File: src/rtl/regbank_dump_reader.sv
// -----------------------------------------------------------------------------
// regbank_dump_reader
//
// Debug read-out engine for a register bank read port. A start request walks
// the index range [first_reg..last_reg]. Each index is driven onto readreg for
// one cycle, and the value the bank returns is captured. The engine then
// presents the captured value as an {index, data, last} beat on a valid/ready
// output. Typical uses are state dumps and end-of-test checks.
//
// Ports
//   clk        : single clock, all state updates on posedge
//   rst_n      : asynchronous active-low reset
//   start      : dump request, sampled only while idle
//   abort      : cancel a dump in progress (READ/HOLD only)
//   first_reg  : first index of the range, sampled with start
//   last_reg   : last index of the range (inclusive), sampled with start
//   readreg    : read address to the bank; the bank read is combinational
//   regdata    : bank read data for readreg
//   out_valid  : beat available on out_data/out_index/out_last
//   out_ready  : consumer ready
//   out_data   : captured register value
//   out_index  : register index of the current beat
//   out_last   : beat belongs to last_reg
//   busy       : high while walking (READ/HOLD)
//   done       : one-cycle pulse after the final beat is accepted
//   range_err  : one-cycle pulse when start arrives with first_reg > last_reg
//   dbg_state  : current FSM state (0=IDLE 1=READ 2=HOLD 3=DONE)
//
// Handshake: a beat transfers on a rising edge where out_valid && out_ready.
// While out_valid is high and out_ready is low, out_data, out_index and
// out_last hold their values. out_valid never drops without a transfer,
// except on abort or reset.
// -----------------------------------------------------------------------------
module regbank_dump_reader #(
  parameter int DATA_W = 32,
  parameter int ADDR_W = 5
) (
  input  logic              clk,
  input  logic              rst_n,
  input  logic              start,
  input  logic              abort,
  input  logic [ADDR_W-1:0] first_reg,
  input  logic [ADDR_W-1:0] last_reg,
  output logic [ADDR_W-1:0] readreg,
  input  logic [DATA_W-1:0] regdata,
  output logic              out_valid,
  input  logic              out_ready,
  output logic [DATA_W-1:0] out_data,
  output logic [ADDR_W-1:0] out_index,
  output logic              out_last,
  output logic              busy,
  output logic              done,
  output logic              range_err,
  output logic [1:0]        dbg_state
);

  typedef enum logic [1:0] {
    S_IDLE = 2'd0,
    S_READ = 2'd1,
    S_HOLD = 2'd2,
    S_DONE = 2'd3
  } state_e;

  state_e              state_q, state_d;
  logic [ADDR_W-1:0]   cur_q, cur_d;
  logic [ADDR_W-1:0]   end_q, end_d;
  logic [DATA_W-1:0]   data_q, data_d;
  logic [ADDR_W-1:0]   index_q, index_d;
  logic                last_q, last_d;
  logic                range_err_q, range_err_d;

  always_ff @(posedge clk or negedge rst_n) begin
    if (!rst_n) begin
      state_q     <= S_IDLE;
      cur_q       <= '0;
      end_q       <= '0;
      data_q      <= '0;
      index_q     <= '0;
      last_q      <= 1'b0;
      range_err_q <= 1'b0;
    end else begin
      state_q     <= state_d;
      cur_q       <= cur_d;
      end_q       <= end_d;
      data_q      <= data_d;
      index_q     <= index_d;
      last_q      <= last_d;
      range_err_q <= range_err_d;
    end
  end

  always_comb begin
    state_d     = state_q;
    cur_d       = cur_q;
    end_d       = end_q;
    data_d      = data_q;
    index_d     = index_q;
    last_d      = last_q;
    range_err_d = 1'b0;
    readreg     = '0;
    out_valid   = 1'b0;
    busy        = 1'b0;
    done        = 1'b0;

    case (state_q)
      S_IDLE: begin
        if (start) begin
          if (first_reg <= last_reg) begin
            cur_d   = first_reg;
            end_d   = last_reg;
            state_d = S_READ;
          end else begin
            range_err_d = 1'b1;
          end
        end
      end

      S_READ: begin
        busy    = 1'b1;
        readreg = cur_q;
        data_d  = regdata;
        index_d = cur_q;
        // The last flag is decided here. As a result, the walk stops at end_q and
        // cur_q is never incremented past it, so it cannot wrap.
        last_d  = (cur_q == end_q);
        state_d = abort ? S_IDLE : S_HOLD;
      end

      S_HOLD: begin
        busy      = 1'b1;
        out_valid = 1'b1;
        // abort takes priority. A beat that transfers in the same cycle is
        // delivered, but nothing follows it and done does not pulse.
        if (abort) begin
          state_d = S_IDLE;
        end else if (out_ready) begin
          if (last_q) begin
            state_d = S_DONE;
          end else begin
            cur_d   = cur_q + 1'b1;
            state_d = S_READ;
          end
        end
      end

      S_DONE: begin
        done    = 1'b1;
        state_d = S_IDLE;
      end

      default: state_d = S_IDLE;
    endcase
  end

  assign out_data  = data_q;
  assign out_index = index_q;
  assign out_last  = last_q;
  assign range_err = range_err_q;
  assign dbg_state = state_q;

endmodule

File: config.mk
export PLATFORM = sky130hd
export DESIGN_NAME = regbank_dump_reader
export DESIGN_NICKNAME = d
export VERILOG_FILES = /design/src/rtl/regbank_dump_reader.sv
export SDC_FILE = /design/constraint.sdc
export NUM_CORES = 1
export LEC_CHECK = 0
export CAP_MARGIN = 30
export CORE_MARGIN = 3
export CORE_UTILIZATION = 55
export DETAILED_ROUTE_END_ITERATION = 16
export DONT_BUFFER_PORTS = 1
export PLACE_DENSITY = 0.73
export SETUP_SLACK_MARGIN = 0.4
export SYNTH_ARGS = -nofsm -noshare
export SYNTH_HDL_FRONTEND = slang
export SYNTH_SLANG_ARGS = --single-unit
File: constraint.sdc
create_clock -name clk -period 1.61 [get_ports clk]
set_input_delay 0.2415 -clock clk [delete_from_list [all_inputs] [get_ports clk]]
set_output_delay 0.2415 -clock clk [all_outputs]
set_load 0.01 [all_outputs]
==> out/metrics.cfg <==
[logic_synthesis]
synth_top_family_by_area=multiplexers
synth_top_cell_by_area=dfrtp_1
synth_top_cells_by_area=dfrtp_1, mux2_2, ha_1, mux2_1, xnor2_1
yosys.area_share.simple=0.0820
yosys.area_share.adder=0.0513
synth_area_um2=2440
yosys_register_bits=51
synth_top_area_share=0.523
synth.area.mux_share=0.204
synth-compound-area-share=0.0861
syn_nets=244
synth_xor_area_frac=0.0179
yosys_warnings=0
ys.flop_type=dfrtp_1
avgSynthCellArea_um2=13.1
synth.distinct_cells=42
synth_edf_count=0
synth_cells=187
synthArstFlopShare=1.00
ys_seq_area_frac=0.523

[cts]
path_clk_slew_ns=0.09
worstSkewPairLatency_ns=0.30
cts_buffer_depth=2
ctsHtreeMaxLevel=2
cts_tree=done
root_buffer=clkbuf_8
clock_sinks=51
cts_buffers=5

[pwr]
p_leak_nw=1.46
powerDensity_nw_per_um2=2250
peakVddDrop_v=0.00129
total_power_mw=7.50

[detailed_routing]
drtIter0Drc=93
vias=1690
wl_um=6630
viasPerCell=6.33
antenna_left=0
drt-pass1-iter-count=4
route.detailed.drc=0
wl_per_cell_um=24.8

[layout]
final_util=0.806
final_layout_size_suffix_gt1_frac=0.558
diodes=0
areaGrowthSynthToFinish_pct=36.8
nNetsFinal=274
final_area_um2=3340

[timing]
finalCriticalPeriod_ns=1.58
grt_setup_unrepaired=yes
finalSetupViolations=0
hold_violations=51
worst_slew_pin_slew_ns=0.333
clock.fmax_ghz=0.634
timing.final.crit_share=0.980
final-max-slew-violation-count=0
holdWs_ns=-0.375
relSlewSlack=0.777
finalClockSkew_ns=0.00707
setup_tns_ns=0

[grt]
grt_max_degree=52
first_global_vias=1763
grt_pass1_wl_um=8960
antenna_found_initial=0
grt.total_usage=0.223
use_met3=0.0647
grt_use_met2=0.420
busiest_layer=met2
grtUsageMet1=0.246
grt_overflow_total=0

[die]
die_h_um=72.6
die_w_um=72.6
rows=23
fp.coreArea_um2=4140
die-area_um2=5270
initial_utilization=0.589
io_pins=96

[critical_path]
crit_path_start_kind=register
arrival_ns=1.34
critPathMaxFanout=7
cp-end-kind=primary output
rr_startpoint=dbg_state[0]
required_ns=1.37
critPathKind=reg2out
setup.worst_path.start=dbg_state[0]

[place]
dp_hpwl_um=3770
io_buffers=0
dpl_cell_area_um2=2670
gp_congestion=0.904

[run_status]
status=complete, but fails checks
violations=hold timing

[min_path]
min_path_type=in2async

[job]
cap_violations=0

layout by cell type, fill, tap and decap left out, types with 3 or more instances in the layout:
cell type  synthesis  routed
and2_4             0       6
inv_1             11       4
o21a_1             3       3
nand2b_1           3       3
mux2_2            37       5
nand3_1            4       3
clkbuf_8           0       5
dfrtp_1           51      49
nand2_1            4       4
buf_6              0      11
buf_16             0       5
mux2_4             1      38
nand4_1            3       3
nor2_1             4       3
ha_4               0       8
xnor2_1            5       5
buf_8              0       3
buf_4              1       9
inv_2              0       4
what timing repair did:
action	4_1_cts	5_1_grt
endpoints found under the hold margin	51	51
resized for setup	27	52
gates cloned	5	1
pin swaps	5	5
setup endpoints to repair	59	60
buffers inserted	9	4
flip-flops by register name, summed over array words and instances, names as in the netlist:
signal	flops
out_data	32
cur_q	5
end_q	5
out_index	5
dbg_state	2
out_last	1
range_err	1
cell usage after synthesis (2+ instances only):
master,count
nand2b_1,3
and3_1,2
nor3b_2,2
dfrtp_1,51
buf_2,3
xnor2_1,5
nor2_1,4
o21ai_0,2
a31oi_1,2
nand3_1,4
o21a_1,3
ha_1,10
o22ai_1,3
clkbuf_1,3
inv_1,11
a21oi_1,4
mux2_2,37
nand2_1,4
nand4_1,3
mux2_1,5
and2_1,5
cells by family (layout without fill, tap and decap cells):
group / after synthesis / in the layout
multiplexers: 44 / 44
XOR/XNOR: 5 / 5
AND/OR/NAND/NOR: 33 / 33
buffers and inverters: 19 / 49
adder cells (fa/ha/maj): 10 / 10
flip-flops: 51 / 51
AO/OA/AOI/OAI: 25 / 25
area by class of cell:
type	count	area, um2
fill	235	806
multi-input combinational	117	1390
clock inverter	2	37.5
clock buffer	5	68.8
timing repair buffer	31	439
sequential	51	1280
tap	50	62.6
inverter	11	58.8
power by group:
group          switching, mW  total [mW]  internal (mW)
combinational           1.48        3.93           2.44
clock                  0.403       0.857          0.454
sequential             0.798        2.72           1.92
worst max-delay path, stage by stage (launching register included):
cell and delay, ns:
dfrtp_2 0.43, buf_6 0.14, ha_4 0.18, buf_12 0.13, and2_4 0.17
worst paths after layout:
check | endpoint | slack (ns) | cells past startpoint
hold reg to reg | end_q[0] | 0.56 | 1
min in group clk | out_data[17] | 0.09 | 1
max in group asynchronous | dbg_state[1] | 1.88 | 0
setup reg to reg | dbg_state[0] | 0.05 | 6
setup / recovery | readreg[2] | 0.03 | 4
hold / removal | out_data[18] | -0.37 | 0
per-stage QoR:
stage,setup slack [ns],cells
3_3_place_gp,0.0131,241
3_5_place_dp,-0.0253,241
5_1_grt,-0.0108,267
6_report,0.0320,267
2_1_floorplan,0.0185,187
4_1_cts,0.0291,262
routing by layer:
metal / vias up / wire [um]
met5: - / 0
met4: 0 / 37
met3: 4 / 549
met2: 91 / 3670
met1: 867 / 2380
li1: 728 / -
No activity file was read; power rests on OpenSTA's default activity.
